File: src/rtl/vision_input_controller_pkg.sv
// rtl/vision_input_controller_pkg.sv - shared command codes and lane constants
package vision_input_controller_pkg;

    typedef enum logic [1:0] {
        CMD_LEFT  = 2'd0,
        CMD_RIGHT = 2'd1,
        CMD_JUMP  = 2'd2
    } cmd_e;

    localparam logic [1:0] LANE_NONE   = 2'd3;
    localparam logic [1:0] LANE_CENTER = 2'd1;

endpackage

File: src/rtl/vision_input_controller_cmd_fifo.sv
// rtl/vision_input_controller_cmd_fifo.sv - show-ahead command FIFO with flush
module cmd_fifo #(
    parameter int WIDTH = 2,
    parameter int DEPTH = 4
) (
    input  logic             clk,
    input  logic             rst_n,
    input  logic             flush,
    input  logic             push,
    input  logic [WIDTH-1:0] push_data,
    input  logic             pop,
    output logic [WIDTH-1:0] pop_data,
    output logic             full,
    output logic             empty,
    output logic             drop
);

    localparam int AW = $clog2(DEPTH);

    logic [AW-1:0]    wr_ptr_q, wr_ptr_d;
    logic [AW-1:0]    rd_ptr_q, rd_ptr_d;
    logic [AW:0]      count_q, count_d;
    logic [WIDTH-1:0] mem_q [DEPTH];
    logic [WIDTH-1:0] mem_d [DEPTH];
    logic             do_push, do_pop;

    assign full     = (count_q == (AW+1)'(DEPTH));
    assign empty    = (count_q == '0);
    assign pop_data = empty ? '0 : mem_q[rd_ptr_q];

    // Pop frees its slot first, so a push into a full FIFO with a pop is accepted
    always_comb begin
        do_pop   = pop && !empty;
        do_push  = push && (!full || do_pop);
        drop     = push && !do_push && !flush;
        mem_d    = mem_q;
        wr_ptr_d = wr_ptr_q;
        rd_ptr_d = rd_ptr_q;
        count_d  = count_q;
        if (flush) begin
            wr_ptr_d = '0;
            rd_ptr_d = '0;
            count_d  = '0;
        end else begin
            if (do_push) begin
                mem_d[wr_ptr_q] = push_data;
                wr_ptr_d        = wr_ptr_q + AW'(1);
            end
            if (do_pop) begin
                rd_ptr_d = rd_ptr_q + AW'(1);
            end
            count_d = count_q + (AW+1)'(do_push) - (AW+1)'(do_pop);
        end
    end

    // Storage and pointer registers
    always_ff @(posedge clk or negedge rst_n) begin
        if (!rst_n) begin
            wr_ptr_q <= '0;
            rd_ptr_q <= '0;
            count_q  <= '0;
            for (int i = 0; i < DEPTH; i++) begin
                mem_q[i] <= '0;
            end
        end else begin
            wr_ptr_q <= wr_ptr_d;
            rd_ptr_q <= rd_ptr_d;
            count_q  <= count_d;
            mem_q    <= mem_d;
        end
    end

endmodule

File: src/rtl/vision_input_controller.sv
// rtl/vision_input_controller.sv - frame filter turning vision lane/jump results into game commands
module vision_input_controller
    import vision_input_controller_pkg::*;
#(
    parameter int STABLE_FRAMES = 3,
    parameter int ABSENT_FRAMES = 8,
    parameter int JUMP_FRAMES   = 2,
    parameter int CMD_DEPTH     = 4
) (
    input  logic       clk_in,
    input  logic       rst_n_in,
    input  logic [1:0] lane_in,
    input  logic       jump_in,
    input  logic       data_valid_in,
    input  logic       enable_in,
    output logic       cmd_valid_out,
    input  logic       cmd_ready_in,
    output logic [1:0] cmd_out,
    output logic [1:0] lane_out,
    output logic       player_present_out,
    output logic       overflow_out
);

    localparam logic [1:0] ST_ABSENT   = 2'd0;
    localparam logic [1:0] ST_ACQUIRE  = 2'd1;
    localparam logic [1:0] ST_TRACKING = 2'd2;

    localparam logic [3:0] STABLE_N = 4'(STABLE_FRAMES);
    localparam logic [3:0] ABSENT_N = 4'(ABSENT_FRAMES);
    localparam logic [3:0] JUMP_N   = 4'(JUMP_FRAMES);

    logic       data_valid_q, data_valid_d;
    logic [1:0] state_q, state_d;
    logic [1:0] lane_q, lane_d;
    logic [1:0] cand_q, cand_d;
    logic [3:0] cand_cnt_q, cand_cnt_d;
    logic [3:0] absent_cnt_q, absent_cnt_d;
    logic [3:0] jump_cnt_q, jump_cnt_d;
    logic       armed_q, armed_d;
    logic [1:0] pend_moves_q, pend_moves_d;
    cmd_e       pend_dir_q, pend_dir_d;
    logic       pend_jump_q, pend_jump_d;
    logic       overflow_q, overflow_d;

    logic       frame_evt, lost;
    logic [3:0] cnt_next, jump_next;
    logic       fifo_push, fifo_flush, fifo_full, fifo_empty, fifo_drop;
    logic [1:0] fifo_wdata;

    assign frame_evt = enable_in && data_valid_in && !data_valid_q;

    // Presence FSM, stability counters and one-per-cycle enqueue sequencer
    always_comb begin
        data_valid_d = data_valid_in;
        state_d      = state_q;
        lane_d       = lane_q;
        cand_d       = cand_q;
        cand_cnt_d   = cand_cnt_q;
        absent_cnt_d = absent_cnt_q;
        jump_cnt_d   = jump_cnt_q;
        armed_d      = armed_q;
        pend_moves_d = pend_moves_q;
        pend_dir_d   = pend_dir_q;
        pend_jump_d  = pend_jump_q;
        overflow_d   = overflow_q | fifo_drop;
        fifo_push    = 1'b0;
        fifo_wdata   = CMD_LEFT;
        fifo_flush   = 1'b0;
        cnt_next     = '0;
        jump_next    = '0;
        lost         = 1'b0;

        // Moves drain before the jump so the game sees them in lane order
        if (pend_moves_q != 2'd0) begin
            fifo_push    = 1'b1;
            fifo_wdata   = pend_dir_q;
            pend_moves_d = pend_moves_q - 2'd1;
        end else if (pend_jump_q) begin
            fifo_push   = 1'b1;
            fifo_wdata  = CMD_JUMP;
            pend_jump_d = 1'b0;
        end

        if (!enable_in) begin
            state_d      = ST_ABSENT;
            lane_d       = LANE_CENTER;
            cand_cnt_d   = '0;
            absent_cnt_d = '0;
            jump_cnt_d   = '0;
            armed_d      = 1'b1;
            pend_moves_d = '0;
            pend_jump_d  = 1'b0;
            fifo_push    = 1'b0;
            fifo_flush   = 1'b1;
            overflow_d   = 1'b0;
        end else if (frame_evt) begin
            if (state_q == ST_TRACKING) begin
                if (lane_in == LANE_NONE) begin
                    if (absent_cnt_q + 4'd1 >= ABSENT_N) begin
                        lost         = 1'b1;
                        state_d      = ST_ABSENT;
                        lane_d       = LANE_CENTER;
                        cand_cnt_d   = '0;
                        absent_cnt_d = '0;
                        jump_cnt_d   = '0;
                        armed_d      = 1'b1;
                        fifo_flush   = 1'b1;
                    end else begin
                        absent_cnt_d = absent_cnt_q + 4'd1;
                    end
                end else begin
                    absent_cnt_d = '0;
                    if (lane_in == lane_q) begin
                        cand_cnt_d = '0;
                    end else begin
                        cnt_next = (lane_in == cand_q) ? cand_cnt_q + 4'd1 : 4'd1;
                        cand_d   = lane_in;
                        if (cnt_next >= STABLE_N) begin
                            lane_d       = lane_in;
                            cand_cnt_d   = '0;
                            pend_dir_d   = (lane_in < lane_q) ? CMD_LEFT : CMD_RIGHT;
                            pend_moves_d = (lane_in > lane_q) ? lane_in - lane_q : lane_q - lane_in;
                        end else begin
                            cand_cnt_d = cnt_next;
                        end
                    end
                end
                if (!lost) begin
                    if (jump_in) begin
                        jump_next  = (jump_cnt_q >= JUMP_N) ? jump_cnt_q : jump_cnt_q + 4'd1;
                        jump_cnt_d = jump_next;
                        if (jump_next == JUMP_N && armed_q) begin
                            pend_jump_d = 1'b1;
                            armed_d     = 1'b0;
                        end
                    end else begin
                        jump_cnt_d = '0;
                        armed_d    = 1'b1;
                    end
                end
            end else begin
                if (lane_in == LANE_NONE) begin
                    state_d    = ST_ABSENT;
                    cand_cnt_d = '0;
                end else begin
                    cnt_next = (state_q == ST_ACQUIRE && lane_in == cand_q) ? cand_cnt_q + 4'd1 : 4'd1;
                    cand_d   = lane_in;
                    if (cnt_next >= STABLE_N) begin
                        state_d      = ST_TRACKING;
                        lane_d       = lane_in;
                        cand_cnt_d   = '0;
                        absent_cnt_d = '0;
                        jump_cnt_d   = '0;
                        armed_d      = 1'b1;
                    end else begin
                        state_d    = ST_ACQUIRE;
                        cand_cnt_d = cnt_next;
                    end
                end
            end
        end
    end

    // Controller state registers
    always_ff @(posedge clk_in or negedge rst_n_in) begin
        if (!rst_n_in) begin
            data_valid_q <= 1'b0;
            state_q      <= ST_ABSENT;
            lane_q       <= LANE_CENTER;
            cand_q       <= '0;
            cand_cnt_q   <= '0;
            absent_cnt_q <= '0;
            jump_cnt_q   <= '0;
            armed_q      <= 1'b1;
            pend_moves_q <= '0;
            pend_dir_q   <= CMD_LEFT;
            pend_jump_q  <= 1'b0;
            overflow_q   <= 1'b0;
        end else begin
            data_valid_q <= data_valid_d;
            state_q      <= state_d;
            lane_q       <= lane_d;
            cand_q       <= cand_d;
            cand_cnt_q   <= cand_cnt_d;
            absent_cnt_q <= absent_cnt_d;
            jump_cnt_q   <= jump_cnt_d;
            armed_q      <= armed_d;
            pend_moves_q <= pend_moves_d;
            pend_dir_q   <= pend_dir_d;
            pend_jump_q  <= pend_jump_d;
            overflow_q   <= overflow_d;
        end
    end

    cmd_fifo #(
        .WIDTH (2),
        .DEPTH (CMD_DEPTH)
    ) u_cmd_fifo (
        .clk       (clk_in),
        .rst_n     (rst_n_in),
        .flush     (fifo_flush),
        .push      (fifo_push),
        .push_data (fifo_wdata),
        .pop       (cmd_ready_in),
        .pop_data  (cmd_out),
        .full      (fifo_full),
        .empty     (fifo_empty),
        .drop      (fifo_drop)
    );

    assign cmd_valid_out      = !fifo_empty;
    assign lane_out           = lane_q;
    assign player_present_out = (state_q == ST_TRACKING);
    assign overflow_out       = overflow_q;

endmodule

File: config.mk
export PLATFORM = sky130hd
export DESIGN_NAME = vision_input_controller
export DESIGN_NICKNAME = d
export VERILOG_FILES = /design/src/rtl/vision_input_controller_pkg.sv /design/src/rtl/vision_input_controller_cmd_fifo.sv /design/src/rtl/vision_input_controller.sv
export SDC_FILE = /design/constraint.sdc
export NUM_CORES = 1
export LEC_CHECK = 0
export ABC_AREA = 1
export BUFFER_PORTS_ARGS = -buffer_cell sky130_fd_sc_hd__buf_2
export CELL_PAD_IN_SITES_DETAIL_PLACEMENT = 0
export CELL_PAD_IN_SITES_GLOBAL_PLACEMENT = 1
export CORE_MARGIN = 3
export CORE_UTILIZATION = 45
export DETAILED_ROUTE_END_ITERATION = 16
export PLACE_DENSITY = 0.83
export SLEW_MARGIN = 20
export SYNTH_ARGS = -nofsm -noshare
export SYNTH_HDL_FRONTEND = slang
export SYNTH_HIERARCHICAL = 1
export SYNTH_SLANG_ARGS = --single-unit
File: constraint.sdc
create_clock -name clk_in -period 2.42 [get_ports clk_in]
set_clock_uncertainty 0.15 [all_clocks]
set_input_delay 0.484 -clock clk_in [delete_from_list [all_inputs] [get_ports clk_in]]
set_output_delay 0.484 -clock clk_in [all_outputs]
set_load 0.1 [all_outputs]
======== After elaboration in Yosys (flattened, before gate mapping) ========
Index checks and enable logic that the tools add are counted.
storage, ports and cells
  input port bits ......................... 8
  logic and storage cells ................. 187
  memory bits (writable) .................. 0
  memories ................................ 0
  bits in latches ......................... 0
  bits in registers ....................... 41
  output and inout bits ................... 7
  memory bits (read-only) ................. 0
operators by class
  shift-type cells ........................ 0
  multipliers ............................. 0
  order comparisons ....................... 9
  div/mod/pow operators ................... 0
  $add $sub $neg .......................... 10
  reductions and logical operators ........ 27
  bitwise gates (word level) .............. 6
  multiplexer cells ....................... 97
  equality and inequality tests ........... 19
operator list
  operator               number
  $mux W4                25
  $mux W2                38
  $mux W1                30
  $add A4 B1 Y4 const B  3
  $ge A4 B2 Y1 const B   3
  $ne A4 B4 Y1 const B   3
  $reduce_and A6 Y1      2
  $logic_and A1 B1 Y1    9
  $ne A3 B2 Y1 const B   3
  $bwmux W8              1
  $ge A3 B3 Y1 const B   2
  $not A2 Y3             2
  $reduce_and A3 Y1      2
  $reduce_bool A2 Y1     3
  $logic_not A1 Y1       5
  $reduce_and A5 Y1      1
  $add A2 B1 Y2 const B  2
  $bmux W2 S2            1
  $demux W2 S2           1
  $eq A2 B2 Y1           2
  $eq A2 B2 Y1 const B   2
  $eq A4 B2 Y1 const B   1
  $ge A4 B4 Y1 const B   1
  $ne A4 B2 Y1 const B   1
  21 further kinds       25

======== Logic depth before layout (Yosys ltp) ========
  word-level depth ........................ 11
  gate-level depth with buffers ........... 12

======== Hierarchy ========
Netlist, hierarchy kept.
by module, submodules not included
  module                   seq. area each (um^2)  instances  area an instance (um^2)  cells an instance
  vision_input_controller  628.1                  1          1,565.3                  216
  cmd_fifo                 375.4                  1          919.6                    110

======== Worst setup path after synthesis ========
Ideal clock, no wire load.
  path kind ............................... reg-to-reg
  start ................................... register state_q[0]
  end ..................................... register u_cmd_fifo.rd_ptr_q[0]
  library setup time ...................... 0.119 ns
  clock period less this slack ............ 2.897 ns
  stages on the path, launching flop included .. 7
  setup slack ............................. -0.477 ns
  arrival time ............................ 2.628 ns
  path buffers ............................ 0
  cells stage by stage .................... dfrtp_1 nor2_2 inv_1 o31ai_1 inv_1 nand4_1 nand2_1
between the ends
  cells in the longest elaborated chain, start to end .. 5
ends and longest elaborated chain
  what                                                  line                                    RTL
  from (decl)                                           vision_input_controller.sv:33           logic [1:0] state_q, state_d;
  from (signal assigned)                                vision_input_controller.sv:181          state_q <= state_d;
  $eq A2 B2 Y1 *                                        --
  via player_present_out                                vision_input_controller.sv:20           output logic player_present_out,
  $mux W1 *                                             vision_input_controller.sv:97           if (state_q == ST_TRACKING) begin
  $mux W1 *                                             vision_input_controller.sv:96           end else if (frame_evt) begin
  $mux W1 *                                             vision_input_controller.sv:84           if (!enable_in) begin
  via fifo_flush                                        vision_input_controller.sv:47           logic fifo_push, fifo_flush, fifo_full, fifo_empty, fifo_drop;
  $mux W2 / $reduce_bool A2 Y1 (equally long branches)  --
  to (signal assigned)                                  vision_input_controller_cmd_fifo.sv:67  rd_ptr_q <= rd_ptr_d;
  to (decl)                                             vision_input_controller_cmd_fifo.sv:21  logic [AW-1:0] rd_ptr_q, rd_ptr_d;
Mark *: on every way through the listed nets, which the timed path passes. The rest lies on a longest branch.
A chain may end at the register's enable or synchronous reset.

======== Worst setup path after layout ========
  start ................................... register u_cmd_fifo.rd_ptr_q[0]
  end ..................................... output cmd_out[1]
between the ends
  cells in the longest elaborated chain, start to end .. 5
ends and longest elaborated chain
  what                                        line                                    RTL
  $not A2 Y3 (not written as such)            vision_input_controller_cmd_fifo.sv:29  assign pop_data = empty ? '0 : mem_q[rd_ptr_q];
  $bmux W2 S2                                 vision_input_controller_cmd_fifo.sv:29
  $mux W2 (not written as such) (2 in a row)  vision_input_controller_cmd_fifo.sv:29
  $mux W2                                     vision_input_controller_cmd_fifo.sv:29
  to (decl)                                   vision_input_controller.sv:18           output logic [1:0] cmd_out,
Every way passes these cells. The select of a mux whose other input is x is not followed.

==> metrics.txt <==
status=finished clean; TritonCTS buffer count=5; fmax=452.7 MHz; Place WS=0.1775 ns; Max FO, Critical Path=7; Post-Synthesis Cells=325; Req. time, crit path=1.79 ns; setup TNS=0 ns; CP Launch Type=register; fin. max-slew vios=0; DRT antenna net count=0; unrepaired setup endpoints after global routing=no; Syn Nets=348; Multi-input gate area=1286 um^2; Diodes inserted=0; worst setup margin=0.2110 ns; Reg area=1003 um^2; drt drc=0; Worst Hold Margin=0.09393 ns; Min-Delay Path Class=in -> async; Hold Fails Final Rpt=0; slowest stage cell, crit path=dfrtp_1; Initial DRT Pass Iterations=4; worst vdd ir=471.4 uV; Crit path largest cell delay=0.46 ns; total track usage=17.27%; placed instance area=2673 um^2; Core Area=5205 um^2; initial antenna violation count=0; final period utilization=91.28%; WL per Instance=11.33 um; vias per inst=4.912; postcts setup bufs=0; Setup-failing EPs final=0; clock-pin slew on the worst setup and hold paths=0.07 ns; total global routing overflow=0; DIE WIDTH=80.24 um; crit-path cells=inv_2 > nand2_1 > nand2_1 > nand2_1 > a21oi_2 > buf_2; Design Power=1.800 mW; Syn Std Cell Area=2480 um^2; Buf+Inv Stages, Crit Path=2; CTS Hold Bufs=0; # Max-Cap Violations=0; IO Port Bufs=14; Crit path arrival time=1.57 ns; Starting Density=47.64%; final wirelength=4760 um; critical path type=reg -> out; die height=80.24 um; most frequent cells in the layout=nand2_1, inv_1, nor2_1; largest net degree at the start of global routing=41; Crit. End Element=output port; Vias=2063; layout cells sized above 1=13.71%; P_leak=1.448 nW; deepest level of the CTS H-tree=2; Die ar.=6438 um^2; Final GP Congestion=0.7421; synthesized area per cell=7.630 um^2; vias in the first global route=1971; PwrDens=653.8 nW/um^2; final instance area=2754 um^2; FILL cells=533; Most common cell on crit path=nand2_1; area grow syn2layout=11.05%; Top Ports=15; most common cell after layout, fill and taps aside=nand2_1; clock tree from TritonCTS=done; clock latency on the worst-skew pair=0.29 ns; Slew @ Worst Pin=0.5153 ns; row cnt=26; post-cts resize count=0; DRT iter0 DRCs=89; first-pass GRT wire length=8825 um; root buf cell=clkbuf_8; Max-slew headroom=65.65%; # nets final=372; Worst path top cell family by delay=buffers and inverters; Clock Tree Buf Depth=2; hpwl dp=3665 um; Synth Warn #=6; min cycle time layout=2.209 ns; clock sinks=40
## worst paths after layout
kind,from,to,slack (ns),cells past startpoint
max,u_cmd_fifo/rd_ptr_q[0],cmd_out[1],0.21,6
min,rst_n_in,cand_q[1],0.09,2
max reg2reg,u_cmd_fifo/count_q[1],u_cmd_fifo/count_q[2],0.25,11
min reg2reg,u_cmd_fifo/mem_q[2],u_cmd_fifo/mem_q[2],0.33,2
max in group asynchronous,rst_n_in,armed_q,1.64,2
min in group clk_in,data_valid_in,data_valid_q,0.18,1
## power breakdown
part | switching [mW] | total [mW] | internal, mW
registers | 0.0682 | 0.793 | 0.725
clock network | 0.219 | 0.422 | 0.202
logic | 0.423 | 0.585 | 0.162
## layer usage
layer / global-route usage [%] / up-vias / wire length [um]
met5: 0 / - / 0
met2: 26.41 / 31 / 2036
li1: - / 1079 / -
met3: 3.812 / 6 / 182
met1: 24.54 / 947 / 2488
met4: 4.730 / 0 / 52
## layout make-up
type / count / share of cell area [%]
clock buffers: 7 / 2.771
clock inverters: 1 / 0.1817
inverters: 48 / 6.542
multi-input cells: 234 / 46.71
flip-flops and latches: 40 / 36.44
well taps: 70 / 3.180
repair buffers: 20 / 4.180
## registers in the layout, summed over array words and instances, names as in the netlist
signal,count
u_cmd_fifo/wr_ptr_q,2
cand_q,2
jump_cnt_q,4
armed_q,1
pend_jump_q,1
pend_dir_q,1
data_valid_q,1
u_cmd_fifo/mem_q,8
absent_cnt_q,4
pend_moves_q,2
u_cmd_fifo/count_q,3
cand_cnt_q,4
u_cmd_fifo/rd_ptr_q,2
state_q,2
overflow_out,1
lane_out,2
## stage by stage
step	std cells	util (%)
CTS	420	52.91
global placement	412	51.35
floorplan	325	-
global route	420	52.91
detailed placement	412	51.35
finish	420	52.91
## worst register-to-register path, cell delays in order, from the launching register on
cell and delay (ns):
dfrtp_1 0.45, nor2_4 0.16, nand2_1 0.10, nand2_2 0.08
inv_1 0.06, ha_1 0.28, inv_1 0.05, ha_1 0.13
inv_1 0.05, fa_1 0.38, nor2_1 0.11, nor2_1 0.05
(Power assumes the default switching activity.)
